File: src/rtl/serv_uart_rx_pkg.sv
// serv_uart_rx shared types and constants.
// Optional parity build: define SERV_UART_RX_PARITY_EN.
package serv_uart_rx_pkg;

  typedef enum logic [2:0] {
    IDLE,
    START,
    DATA,
    PARITY,
    STOP,
    BREAK
  } rx_state_t;

  localparam int DATA_BITS = 8;

  // Line idles high, so the synchroniser starts there.
  localparam logic SYNC_RST_VAL = 1'b1;

endpackage

File: src/rtl/serv_uart_rx_fifo.sv
// serv_uart_rx byte buffer.
// First-word-fall-through FIFO; head holds last value when empty.
module serv_uart_rx_fifo
  import serv_uart_rx_pkg::*;
#(
  parameter int WIDTH = 8,
  parameter int DEPTH = 8
) (
  input  logic                     clk,
  input  logic                     rst,
  input  logic                     push,
  input  logic [WIDTH-1:0]         push_data,
  input  logic                     pop,
  output logic [WIDTH-1:0]         data,
  output logic                     full,
  output logic                     empty,
  output logic [$clog2(DEPTH):0]   count
);

  localparam int AW = $clog2(DEPTH);

  logic [WIDTH-1:0] mem [DEPTH];
  logic [AW-1:0]    wr_ptr;
  logic [AW-1:0]    rd_ptr;
  logic [WIDTH-1:0] last_q;
  logic             do_push;
  logic             do_pop;

  assign empty   = (count == '0);
  assign full    = (count == (AW+1)'(DEPTH));
  assign do_pop  = pop & ~empty;
  assign do_push = push & (~full | do_pop);
  assign data    = empty ? last_q : mem[rd_ptr];

  // Storage array, no reset needed.
  always_ff @(posedge clk) begin
    if (do_push) mem[wr_ptr] <= push_data;
  end

  // Pointers, occupancy and the held head value.
  always_ff @(posedge clk) begin
    if (rst) begin
      wr_ptr <= '0;
      rd_ptr <= '0;
      count  <= '0;
      last_q <= '0;
    end else begin
      if (do_push) wr_ptr <= wr_ptr + 1'b1;
      if (do_pop)  rd_ptr <= rd_ptr + 1'b1;
      count <= count + (AW+1)'(do_push)
                     - (AW+1)'(do_pop);
      if (!empty) last_q <= mem[rd_ptr];
    end
  end

endmodule

File: src/rtl/serv_uart_rx.sv
// serv_uart_rx: 8N1 UART receiver with FWFT byte FIFO.
// Define SERV_UART_RX_PARITY_EN for an even-parity bit.
module serv_uart_rx
  import serv_uart_rx_pkg::*;
#(
  parameter int CLKS_PER_BIT = 139,
  parameter int FIFO_DEPTH   = 8
) (
  input  logic       wb_clk,
  input  logic       wb_rst,
  input  logic       i_rx,
  output logic [7:0] o_data,
  output logic       o_valid,
  input  logic       i_ready,
  output logic       o_frame_err,
  output logic       o_overflow,
  output logic       o_busy
`ifdef SERV_UART_RX_PARITY_EN
  ,
  output logic       o_parity_err
`endif
);

  localparam int CW = $clog2(CLKS_PER_BIT);
  localparam int FW = $clog2(FIFO_DEPTH);
  localparam logic [CW-1:0] HALF =
    CW'(CLKS_PER_BIT / 2 - 1);
  localparam logic [CW-1:0] FULL =
    CW'(CLKS_PER_BIT - 1);

  rx_state_t            state, state_n;
  logic [1:0]           sync;
  logic                 rx_s;
  logic [CW-1:0]        cnt, cnt_n;
  logic [2:0]           idx, idx_n;
  logic [DATA_BITS-1:0] sh, sh_n;
  logic                 tick;
  logic                 push;
  logic                 ferr_n;
  logic                 drop;
  logic                 full;
  logic                 empty;
  logic [FW:0]          count;
`ifdef SERV_UART_RX_PARITY_EN
  logic                 pbad, pbad_n;
  logic                 perr_n;
`endif

  assign rx_s    = sync[1];
  assign tick    = (cnt == '0);
  assign o_busy  = (state != IDLE);
  assign o_valid = ~empty;
  assign drop    = push & full & ~(i_ready & ~empty);

  // Two-flop synchroniser for the asynchronous line.
  always_ff @(posedge wb_clk) begin
    if (wb_rst) sync <= {2{SYNC_RST_VAL}};
    else        sync <= {sync[0], i_rx};
  end

  // Deframer state and datapath registers.
  always_ff @(posedge wb_clk) begin
    if (wb_rst) begin
      state       <= IDLE;
      cnt         <= '0;
      idx         <= '0;
      sh          <= '0;
      o_frame_err <= 1'b0;
      o_overflow  <= 1'b0;
`ifdef SERV_UART_RX_PARITY_EN
      pbad         <= 1'b0;
      o_parity_err <= 1'b0;
`endif
    end else begin
      state       <= state_n;
      cnt         <= cnt_n;
      idx         <= idx_n;
      sh          <= sh_n;
      o_frame_err <= ferr_n;
      if (drop) o_overflow <= 1'b1;
`ifdef SERV_UART_RX_PARITY_EN
      pbad         <= pbad_n;
      o_parity_err <= perr_n;
`endif
    end
  end

  // Next-state: sample at counter zero, reload on each bit.
  always_comb begin
    state_n = state;
    cnt_n   = cnt;
    idx_n   = idx;
    sh_n    = sh;
    push    = 1'b0;
    ferr_n  = 1'b0;
`ifdef SERV_UART_RX_PARITY_EN
    pbad_n  = pbad;
    perr_n  = 1'b0;
`endif
    unique case (state)
      IDLE: begin
        if (!rx_s) begin
          state_n = START;
          cnt_n   = HALF;
        end
      end
      START: begin
        if (!tick) begin
          cnt_n = cnt - 1'b1;
        end else if (rx_s) begin
          state_n = IDLE;
        end else begin
          state_n = DATA;
          idx_n   = '0;
          cnt_n   = FULL;
`ifdef SERV_UART_RX_PARITY_EN
          pbad_n  = 1'b0;
`endif
        end
      end
      DATA: begin
        if (!tick) begin
          cnt_n = cnt - 1'b1;
        end else begin
          sh_n[idx] = rx_s;
          idx_n     = idx + 1'b1;
          cnt_n     = FULL;
          if (idx == 3'(DATA_BITS - 1)) begin
`ifdef SERV_UART_RX_PARITY_EN
            state_n = PARITY;
`else
            state_n = STOP;
`endif
          end
        end
      end
      PARITY: begin
        if (!tick) begin
          cnt_n = cnt - 1'b1;
        end else begin
          state_n = STOP;
          cnt_n   = FULL;
`ifdef SERV_UART_RX_PARITY_EN
          if (rx_s != ^sh) begin
            pbad_n = 1'b1;
            perr_n = 1'b1;
          end
`endif
        end
      end
      STOP: begin
        if (!tick) begin
          cnt_n = cnt - 1'b1;
        end else begin
          cnt_n = FULL;
          if (rx_s) begin
            state_n = IDLE;
`ifdef SERV_UART_RX_PARITY_EN
            push    = ~pbad;
`else
            push    = 1'b1;
`endif
          end else begin
            state_n = BREAK;
            ferr_n  = 1'b1;
          end
        end
      end
      BREAK: begin
        if (rx_s) begin
          state_n = IDLE;
          cnt_n   = FULL;
        end
      end
      default: state_n = IDLE;
    endcase
  end

  serv_uart_rx_fifo #(
    .WIDTH (DATA_BITS),
    .DEPTH (FIFO_DEPTH)
  ) u_fifo (
    .clk       (wb_clk),
    .rst       (wb_rst),
    .push      (push),
    .push_data (sh),
    .pop       (i_ready),
    .data      (o_data),
    .full      (full),
    .empty     (empty),
    .count     (count)
  );

  logic unused_ok;
  assign unused_ok = ^count;

endmodule

File: config.mk
export PLATFORM = sky130hd
export DESIGN_NAME = serv_uart_rx
export DESIGN_NICKNAME = d
export VERILOG_FILES = /design/src/rtl/serv_uart_rx_pkg.sv /design/src/rtl/serv_uart_rx_fifo.sv /design/src/rtl/serv_uart_rx.sv
export SDC_FILE = /design/constraint.sdc
export NUM_CORES = 1
export LEC_CHECK = 0
export ABC_AREA = 1
export CORE_MARGIN = 2
export CORE_UTILIZATION = 30
export CTS_BUF_LIST = sky130_fd_sc_hd__clkbuf_4
export DETAILED_ROUTE_END_ITERATION = 6
export DONT_BUFFER_PORTS = 1
export PLACE_DENSITY_LB_ADDON = 0.08
export SYNTH_ARGS = -nofsm -noshare
export SYNTH_HDL_FRONTEND = slang
export SYNTH_SLANG_ARGS = --single-unit
File: constraint.sdc
create_clock -name wb_clk -period 2.73 [get_ports wb_clk]
set_input_delay 0.546 -clock wb_clk [delete_from_list [all_inputs] [get_ports wb_clk]]
set_output_delay 0.546 -clock wb_clk [all_outputs]
set_load 0.005 [all_outputs]
==> out/results.md, run 1 <==
| Parameter | Value |
|---|---|
| Status | finished, final reports clean |
| Die Y-Extent | 133 um |
| Internal reg-to-reg setup slack | 0.43 ns |
| Leakage power summed over all cells | 2.11 nW |
| Final hold slack | 0.102 ns |
| Synth Warn # | 0 |
| Total core area | 16500 um^2 |
| Total overflow reported by the global router | 0 |
| RSZ-0062 raised after global routing | false |
| Number of distinct library cell variants in the gate-level netlist after synthesis | 33 |
| CTS tree | built |
| Final weighted congestion in routability-driven placement | 0.738 |
| Startpoint of the tightest hold check path | wb_rst |
| Die Footprint | 17800 um^2 |
| Leading post-synthesis cells by cell area | edfxtp_1 (38%), dfxtp_1 (19%), nand2_1 (8.5%) |
| Total power draw | 4.19 mW |
| Largest vdd supply drop | 0.000292 V |
| Setup violation total in the final timing report | 0 |
| R2r endpoint | u_fifo.mem[7][6]$_DFFE_PP_ |
| CTS H-tree depth | 3 |
| Syn_nets | 556 |
| Top cells by count, synth | nand2_1 (113), inv_1 (72), edfxtp_1 (64) |
| Clock latency on the worst-skew pair | 0.48 ns |
| Slew @ Worst Pin | 0.639 ns |
| Number of cells on the worst reg-to-reg path | 8 |
| Combinational family with the most area after synthesis | simple AND/OR/NAND/NOR gates |
| PostCTS Resize Cnt | 0 |
| Placed wire-length estimate after detailed placement | 7.65 mm |
| Average size of a mapped cell | 9.27 um^2 |
| Critical path arrival | 1.89 ns |
| Share of the cycle needed by the critical path after routing | 0.891 |
| Count of hold buffers inserted by post-cts repair | 0 |
| Share of final-layout standard cells stronger than drive strength 1 | 0.109 |
| Number of top-level pins | 16 |
| Maximum clock frequency | 411 MHz |
| Fraction of the mapped netlist area in compound gates | 0.0988 |
| WS Path Type | reg -> out |
| Worst setup slack before clock tree synthesis | 0.419 ns |
| Clock root cell | clkbuf_4 |
| Power density cells | 773 nW/um^2 |
| Critical path fanouts, max | 9 |
| Min-Delay Path Class | in -> reg |
| Flip-flop and latch count after synthesis | 111 |
| Synthesized-area fraction occupied by and/or/nand/nor cells | 0.219 |
| Ratio of routed vias to standard cells | 4.48 |
| Total of max-cap violations | 0 |
| Count of port buffers added during placement | 0 |
| Number of violations reported at the end of detailed-routing iteration 0 | 249 |
| Top-count cell post-synth | nand2_1 |
| Layout Area Growth over Synthesis | 8.09% |
| Placed standard-cell area | 5300 um^2 |
| Number of cells in the design after placement | 753 |
| Horizontal extent of the die | 133 um |
| Worst-case clock buffer depth | 2 |
| Worst Setup Slack, final | 0.299 ns |
| Worst Clk Skew | 0.0271 ns |
| Yosys top cell area share | 0.383 |
| CP Data Required Time | 2.18 ns |
| Nature of the critical path endpoint | primary output |
| Post-route core utilization | 0.329 |
| WHS Path Cells | 1 |
| Synth async-reset ratio | 0 |
| Number of fillers in the final layout | 1723 |
| Initial Utilization | 0.304 |
| Num CTS Buffers | 9 |
| Wire length of the first global-routing pass | 17.9 mm |
| Number of antenna violations at the first check in global routing | 1 |
| Fraction of the mapped netlist area in adder cells | 0.0289 |
| Number of placement rows | 47 |
| Number of vias in the routed layout | 3453 |
| Final design instance area without fill | 5420 um^2 |
| Startpoint types | register |
| Routed length per instance | 14.4 um |
| Post-synthesis share of cell area spent on xor and xnor gates | 0.00699 |
| Post-CTS setup buffers | 0 |
| Synthesized netlist cell count | 541 |
| Time the final worst path needs with I/O delays and setup | 2.43 ns |
| Final net count | 559 |
| Post-synthesis mux area share | 0 |
| Total Negative Setup Slacks | 0 ns |
| Number of global-route vias before repair | 3331 |
| Rel. slew slack | 0.571 |
| Number of nets still failing antenna checks after routing | 0 |
| DRC violations left | 0 |
| Worst Hold Endpoint | u_fifo.last_q[7]$_SDFF_PP0_ |
| Leading area contributor after synthesis | edfxtp_1 |
| Number of clock sinks | 111 |
| Final wirelength | 11.1 mm |
| Endpoints failing hold | 0 |
| Post-synth design cell area | 5010 um^2 |
| Maximum number of pins on one net before global-route repair | 65 |
| Reg clk slew, reported paths | 0.18 ns |
| Final count of pins violating max slew | 0 |
| Count of TritonRoute iterations in the first routing pass | 4 |
| Final standard cell count with taps included and fillers excluded | 770 |
| Seq/Total Area, Yosys | 0.571 |
| Launch instance of the worst register-to-register path | cnt[0]$_SDFFE_PP0P_ |
| Dominant register cell in the synthesized netlist | edfxtp_1 |
| Number of flops mapped to enable cells by yosys | 64 |
| Global-route total usage across every layer | 0.132 |
## flip-flops by register name (all words and copies together) (netlist names), 2 cells and up, named ones only
register and flops:
cnt 8, idx 3, sh 8, sync 2
u_fifo.count 4, u_fifo.last_q 8, u_fifo.rd_ptr 3, u_fifo.wr_ptr 3
u_fifo.mem 64, state 3
## layout by cell type (no fill, tap or decap), types with 2 or more instances in the layout
cell type    n
clkbuf_4     9
o21ai_0     20
nor3_1       3
nand2_1    113
dfxtp_1     46
nor2_4       4
nor2_8       2
a21oi_1     43
nand3_2      2
inv_1       72
nor2_2       3
o211ai_1    21
buf_4       12
xor2_1       4
nand2_2      4
and3_1       2
edfxtp_1    64
or2_2        2
inv_4        2
inv_2        3
nor2_1      43
nand3_1     45
nor3_2       8
ha_1        10
## cells by family (layout without fill, tap and decap cells)
family | Yosys count | after routing
adder cells (fa/ha/maj) | 11 | 11
AND/OR/NAND/NOR | 233 | 233
buffers and inverters | 95 | 103
other | 0 | 1
XOR/XNOR | 4 | 4
flip-flops | 111 | 111
AO/OA/AOI/OAI | 87 | 87
## where the power goes
part           leakage (nW)  internal (mW)  switching (mW)
clock network        0.0690          0.192           0.572
logic                  1.06          0.481           0.972
registers             0.977           1.89          0.0861
total                  2.11           2.56            1.63
## routing by layer
metal / vias to the layer above / GRT usage / routed length [um] / part of all wire
met3: 10 / 0.0232 / 378 / 0.034
li1: 1799 / - / - / -
met5: - / 0 / 0 / 0
met4: 0 / 0.0532 / 164 / 0.015
met1: 1603 / 0.174 / 5350 / 0.48
met2: 41 / 0.215 / 5190 / 0.47
## layout make-up
cell class | count | area (um^2) | share of cell area
clock buffers | 9 | 67.6 | 0.0125
diodes | 1 | 2.50 | 0.000462
well taps | 220 | 275 | 0.0508
clock inverters | 7 | 46.3 | 0.00854
multi-input cells | 335 | 1770 | 0.327
inverters | 74 | 280 | 0.0517
flip-flops and latches | 111 | 2860 | 0.529
repair buffers | 13 | 110 | 0.0203
## worst max path at each step
stage                               start                    endpoint  slack, ns  cells past startpoint
2_1_floorplan  u_fifo.count[1]$_SDFF_PP0_  u_fifo.count[2]$_SDFF_PP0_       0.63                     13
3_3_place_gp          cnt[0]$_SDFFE_PP0P_  u_fifo.mem[7][4]$_DFFE_PP_       0.52                      8
3_5_place_dp          cnt[0]$_SDFFE_PP0P_  u_fifo.mem[7][6]$_DFFE_PP_       0.42                      8
4_1_cts        u_fifo.count[1]$_SDFF_PP0_                   o_data[6]       0.22                      7
5_1_grt        u_fifo.count[1]$_SDFF_PP0_                   o_data[6]       0.16                      7
6_report       u_fifo.count[1]$_SDFF_PP0_                   o_data[6]       0.30                      7
## worst max-delay path: stages, from the launching register on
cell and delay [ns]:
dfxtp_1 0.42, inv_1 0.08, nand2_1 0.12, inv_1 0.07
nand2_1 0.07, buf_4 0.20, nand3_1 0.24, nand2_1 0.19
(Power assumes the default switching activity.)
==> run 2, diff against run 1 <==
--- a/config.mk
+++ b/config.mk
@@ -9,9 +9,11 @@
 export CORE_MARGIN = 2
 export CORE_UTILIZATION = 30
 export CTS_BUF_LIST = sky130_fd_sc_hd__clkbuf_4
+export CTS_CLUSTER_SIZE = 28
 export DETAILED_ROUTE_END_ITERATION = 6
 export DONT_BUFFER_PORTS = 1
 export PLACE_DENSITY_LB_ADDON = 0.08
+export SETUP_SLACK_MARGIN = 0.4
 export SYNTH_ARGS = -nofsm -noshare
 export SYNTH_HDL_FRONTEND = slang
 export SYNTH_SLANG_ARGS = --single-unit
==> run 2 against run 1 <==
  * Flip-flop and latch count stayed put
  * Register-to-register slack improved by 0.17 ns
  * Worst setup slack better by 0.18 ns
  * Largest cell class unchanged
  * Utilization increased by 1.1 points
  * Global-route usage about the same
  * Routed wire length grew 5.1%
==> out/results.md, run 2 (synthesis results as in run 1) <==
| Parameter | Value |
|---|---|
| Status | finished, final reports clean |
| Clk pwr share | 0.169 |
| Number of global-route vias before repair | 3347 |
| Initial Utilization | 0.304 |
| Total overflow reported by the global router | 0 |
| Leakage power summed over all cells | 2.19 nW |
| Nature of the critical path endpoint | primary output |
| Cell chain of the critical path | clkbuf_16 -> o211ai_1 -> nand3_1 -> nand3_1 -> nand2_1 |
| Final design instance area without fill | 5600 um^2 |
| Layout Area Growth over Synthesis | 11.8% |
| Slew @ Worst Pin | 0.454 ns |
| Internal power component | 2.71 mW |
| Portion of total power attributed to combinational logic | 0.387 |
| Maximum clock frequency | 445 MHz |
| Stages on the worst setup path | 5 |
| Largest vdd supply drop | 0.000303 V |
| Number of buffers and inverters on the critical path | 1 |
| DRC violations left | 0 |
| WS Path Type | reg -> out |
| Switch share | 0.394 |
| Number of cells on the worst reg-to-reg path | 11 |
| Final count of pins violating max slew | 0 |
| Final net count | 563 |
| Count of TritonRoute iterations in the first routing pass | 4 |
| Share of final-layout standard cells stronger than drive strength 1 | 0.146 |
| Wire length of the first global-routing pass | 17.9 mm |
| Routed length per instance | 15.1 um |
| Number of top-level pins | 16 |
| Total Negative Setup Slacks | 0 ns |
| Share of the cycle needed by the critical path after routing | 0.824 |
| Number of vias in the routed layout | 3534 |
| Total of max-cap violations | 0 |
| Critical path's slowest cell | dfxtp_4 |
| Number of violations reported at the end of detailed-routing iteration 0 | 187 |
| CP Data Required Time | 2.18 ns |
| Crit-path leading delay family | flip-flops |
| Startpoint types | register |
| Clock root cell | clkbuf_4 |
| Number of fillers in the final layout | 1715 |
| Number of placement rows | 47 |
| Final wirelength | 11.7 mm |
| Post-route core utilization | 0.340 |
| Count of hold buffers inserted by post-cts repair | 0 |
| Launch instance of the worst register-to-register path | cnt[0]$_SDFFE_PP0P_ |
| Switch Pwr | 1.76 mW |
| Count of port buffers added during placement | 0 |
| Most common library cell in the layout ignoring fill and taps | nand2_1 |
| R2r endpoint | u_fifo.count[2]$_SDFF_PP0_ |
| Final weighted congestion in routability-driven placement | 0.738 |
| Number of nets still failing antenna checks after routing | 0 |
| Worst-case clock buffer depth | 2 |
| Capturing instance or port of the critical path | o_data[0] |
| CTS H-tree depth | 3 |
| RSZ-0062 raised after global routing | true |
| Final hold slack | 0.103 ns |
| Setup violation total in the final timing report | 0 |
| CTS tree | built |
| Placed standard-cell area | 5300 um^2 |
| Number of clock sinks | 111 |
| Maximum number of pins on one net before global-route repair | 65 |
| Register with the most flip-flops | u_fifo.mem |
| Die Footprint | 17800 um^2 |
| Min-Delay Path Class | in -> reg |
| Internal reg-to-reg setup slack | 0.60 ns |
| Clock latency on the worst-skew pair | 0.48 ns |
| Highest-count cells in the layout ignoring fill and taps | nand2_1 (108), inv_1 (71), edfxtp_1 (64) |
| Critical path arrival | 1.70 ns |
| Share of power burned in registers | 0.444 |
| Endpoints failing hold | 0 |
| Rel. slew slack | 0.697 |
| Ratio of routed vias to standard cells | 4.57 |
| Power density cells | 799 nW/um^2 |
| Max FFs per register | 64 |
| Total power draw | 4.48 mW |
| Die Y-Extent | 133 um |
| Critical path fanouts, max | 32 |
| Horizontal extent of the die | 133 um |
| Global-route total usage across every layer | 0.132 |
| Worst Clk Skew | 0.0252 ns |
| Time the final worst path needs with I/O delays and setup | 2.25 ns |
| Most frequent cell on the critical path | nand3_1 |
| Num CTS Buffers | 9 |
| Placed wire-length estimate after detailed placement | 7.65 mm |
| Number of antenna violations at the first check in global routing | 1 |
| Total core area | 16500 um^2 |
| Reg clk slew, reported paths | 0.18 ns |
| Crit-path max cell delay | 0.40 ns |
run 2: what timing repair did:
| item | in CTS | in global routing |
|---|---|---|
| gates cloned | 0 | 3 |
| pin swaps | 0 | 3 |
| resized for setup | 7 | 23 |
| setup buffers | 0 | 1 |
| hold endpoints to repair | 0 | 0 |
| endpoints found under the setup margin | 16 | 17 |
run 2: cell type report:
cell class                      count  area (um^2)  share of cell area
Inverter                           74          280              0.0500
Multi-Input combinational cell    336         1880               0.336
Tap cell                          220          275              0.0491
Sequential cell                   111         2870               0.512
Clock buffer                        9         67.6              0.0121
Clock inverter                      7         46.3             0.00826
Antenna cell                        1         2.50            0.000447
Timing Repair Buffer               16          183              0.0326
run 2: worst min-delay path by stage:
stage | depth (start not counted) | end | slack, ns | start
5_1_grt | 1 | u_fifo.last_q[3]$_SDFF_PP0_ | 0.06 | wb_rst
3_3_place_gp | 1 | sync[1]$_SDFF_PP1_ | 0.40 | sync[0]$_SDFF_PP1_
2_1_floorplan | 1 | sync[1]$_SDFF_PP1_ | 0.39 | sync[0]$_SDFF_PP1_
6_report | 1 | u_fifo.count[0]$_SDFF_PP0_ | 0.10 | wb_rst
4_1_cts | 1 | u_fifo.count[1]$_SDFF_PP0_ | 0.05 | wb_rst
3_5_place_dp | 1 | sync[1]$_SDFF_PP1_ | 0.39 | sync[0]$_SDFF_PP1_
run 2: power groups by stage:
stage / Combinational, mW / Sequential [mW] / Clock [mW]
floorplan: 1.12 / 1.99 / 0
global placement: 1.47 / 2.01 / 0
detailed placement: 1.49 / 2.01 / 0
CTS: 1.52 / 1.98 / 0.810
global route: 1.97 / 2.01 / 0.849
finish: 1.73 / 1.99 / 0.758
run 2: stage by stage:
stage / instances / setup WS [ns]
detailed placement: 753 / 0.419
global route: 774 / 0.386
CTS: 769 / 0.397
finish: 774 / 0.481
floorplan: 541 / 0.630
global placement: 753 / 0.520
run 2: layer usage:
layer	track usage	vias up	wire, um
met4	0.0532	0	209
met1	0.174	1667	5590
met5	0	-	0
met3	0.0232	13	340
li1	-	1812	-
met2	0.216	42	5510
==> run 3, diff against run 2 <==
==> constraint.sdc (replaced) <==
create_clock -name wb_clk -period 2.27 [get_ports wb_clk]
set_input_delay 0.454 -clock wb_clk [delete_from_list [all_inputs] [get_ports wb_clk]]
set_output_delay 0.454 -clock wb_clk [all_outputs]
set_load 0.005 [all_outputs]
==> run 3 against run 2 <==
  * Sequential power rose by 22%
  * Worst setup slack got worse by 0.27 ns
  * Routed wire length rose by 0.46%
  * Largest cell class unchanged
  * Critical path type unchanged
  * Clock power rose by 32%
  * Clock skew fell by 0.0014 ns
  * Utilization rose by 2.4 points
  * Largest power group unchanged
  * Clock-buffer cell count did not move
  * Non-clock buffer count rose by 26
  * Final area rose by 7.0%
  * Power rose by 25%
  * Global-route usage rose by 0.61 points
  * Combinational power rose by 25%
==> out/results.md, run 3 (synthesis results as in run 1) <==
| Parameter | Value |
|---|---|
| Status | finished, final reports clean |
| Setup violation total in the final timing report | 0 |
| Endpoints failing hold | 0 |
| Number of top-level pins | 16 |
| WS Path Type | reg -> out |
| Cell chain of the critical path | inv_2 -> ha_4 -> inv_2 -> nor2_4 -> buf_6 -> nand2_1 -> nand2_1 |
| Initial Utilization | 0.304 |
| Die Footprint | 17800 um^2 |
| CP startpoint | u_fifo.count[2]$_SDFF_PP0_ |
| Final wirelength | 11.7 mm |
| Clock latency on the worst-skew pair | 0.49 ns |
| Number of nets still failing antenna checks after routing | 0 |
| Max FFs per register | 64 |
| Crit-path leading delay family | flip-flops |
| Register with the most flip-flops | u_fifo.mem |
| Final weighted congestion in routability-driven placement | 0.832 |
| Total overflow reported by the global router | 0 |
| Largest vdd supply drop | 0.000539 V |
| Critical path's slowest cell | dfxtp_2 |
| Number of clock sinks | 111 |
| Number of fillers in the final layout | 1700 |
| Placed standard-cell area | 5390 um^2 |
| Count of TritonRoute iterations in the first routing pass | 5 |
| Reg clk slew, reported paths | 0.20 ns |
| Launch instance of the worst register-to-register path | cnt[5]$_SDFFE_PP0P_ |
| Total core area | 16500 um^2 |
| Total Negative Setup Slacks | 0 ns |
| Worst Clk Skew | 0.0237 ns |
| Horizontal extent of the die | 133 um |
| CP Data Required Time | 1.82 ns |
| Final hold slack | 0.0565 ns |
| CTS H-tree depth | 3 |
| Stages on the worst setup path | 7 |
| Placed wire-length estimate after detailed placement | 7.61 mm |
| Nature of the critical path endpoint | primary output |
| Number of vias in the routed layout | 3634 |
| Post-route core utilization | 0.364 |
| Clk pwr share | 0.178 |
| Min-Delay Path Class | in -> reg |
| Critical path fanouts, max | 8 |
| Number of global-route vias before repair | 3501 |
| Number of buffers and inverters on the critical path | 3 |
| Total of max-cap violations | 0 |
| Die Y-Extent | 133 um |
| Crit-path max cell delay | 0.36 ns |
| R2r endpoint | u_fifo.mem[3][0]$_DFFE_PP_ |
| Time the final worst path needs with I/O delays and setup | 2.06 ns |
| Final design instance area without fill | 6000 um^2 |
| Capturing instance or port of the critical path | o_data[4] |
| Worst-case clock buffer depth | 2 |
| Number of cells on the worst reg-to-reg path | 9 |
| Switch share | 0.388 |
| Share of power burned in registers | 0.434 |
| Most common library cell in the layout ignoring fill and taps | nand2_1 |
| Power density cells | 933 nW/um^2 |
| Maximum clock frequency | 486 MHz |
| Number of antenna violations at the first check in global routing | 1 |
| Ratio of routed vias to standard cells | 4.55 |
| Critical path arrival | 1.60 ns |
| Worst setup slack before clock tree synthesis | 0.245 ns |
| Routed length per instance | 14.6 um |
| Count of port buffers added during placement | 0 |
| Highest-count cells in the layout ignoring fill and taps | nand2_1 (104), edfxtp_1 (64), inv_1 (60) |
| Final count of pins violating max slew | 0 |
| RSZ-0062 raised after global routing | true |
| Startpoint types | register |
| Switch Pwr | 2.17 mW |
| Internal power component | 3.42 mW |
| Share of final-layout standard cells stronger than drive strength 1 | 0.239 |
| Share of the cycle needed by the critical path after routing | 0.906 |
| Maximum number of pins on one net before global-route repair | 30 |
| Total power draw | 5.59 mW |
| Number of violations reported at the end of detailed-routing iteration 0 | 240 |
| Wire length of the first global-routing pass | 18.8 mm |
| Number of cells in the design after placement | 758 |
| Leakage power summed over all cells | 2.33 nW |
| Number of placement rows | 47 |
| DRC violations left | 0 |
| Portion of total power attributed to combinational logic | 0.388 |
| Final standard cell count with taps included and fillers excluded | 799 |
| Global-route total usage across every layer | 0.138 |
| Final net count | 588 |
| CTS tree | built |
| Slew @ Worst Pin | 0.512 ns |
| Worst Setup Slack, final | 0.213 ns |
| Rel. slew slack | 0.658 |
| Num CTS Buffers | 9 |
| Internal reg-to-reg setup slack | 0.39 ns |
| Layout Area Growth over Synthesis | 19.6% |
| Clock root cell | clkbuf_4 |
## run 3: changes by cell type in the layout (fill, tap and decap cells not counted), moves of 4 or more
cell,change
dfxtp_2,+10
inv_1,-11
dfxtp_1,-12
nor3_2,-7
nand2_1,-4
nor3_4,+7
inv_2,+6
buf_4,+12
buf_6,+16
## run 3: power by group through the flow
stage               logic [mW]  registers [mW]  clock network (mW)
detailed placement        1.79            2.48                   0
global placement          1.77            2.47                   0
floorplan                 1.41            2.40                   0
CTS                       2.09            2.42                1.05
finish                    2.17            2.43               0.997
global route              2.45            2.45                1.12
## run 3: layer usage
metal,share of wire,up-vias,track usage
li1,-,1858,-
met5,0,-,0
met1,0.49,1710,0.193
met4,0.019,0,0.0597
met3,0.036,17,0.0247
met2,0.46,49,0.210
## run 3: cell type report
type / count / area, um^2 / area share
timing repair buffer: 42 / 413 / 0.0689
tap: 220 / 275 / 0.0459
antenna: 1 / 2.50 / 0.000417
clock inverter: 7 / 68.8 / 0.0115
clock buffer: 9 / 67.6 / 0.0113
multi-input combinational: 335 / 1990 / 0.332
sequential: 111 / 2890 / 0.482
inverter: 74 / 290 / 0.0484
## run 3: worst min path at each step
| stage | endpoint | slack (ns) | depth (start not counted) | start |
|---|---|---|---|---|
| after floorplan | sync[1]$_SDFF_PP1_ | 0.39 | 1 | sync[0]$_SDFF_PP1_ |
| after global placement | sync[1]$_SDFF_PP1_ | 0.40 | 1 | sync[0]$_SDFF_PP1_ |
| after detailed placement | sync[1]$_SDFF_PP1_ | 0.40 | 1 | sync[0]$_SDFF_PP1_ |
| after CTS | sync[0]$_SDFF_PP1_ | 0.007 | 1 | i_rx |
| after global routing | o_frame_err$_SDFF_PP0_ | 0.003 | 1 | wb_rst |
| final | o_frame_err$_SDFF_PP0_ | 0.06 | 1 | wb_rst |
## run 3: what timing repair did
action	CTS	global route
setup endpoints to repair	73	76
gates cloned	0	0
resized for setup	44	33
hold buffers	1	0
endpoints found under the hold margin	29	0
pin swaps	11	10
buffers inserted	12	11
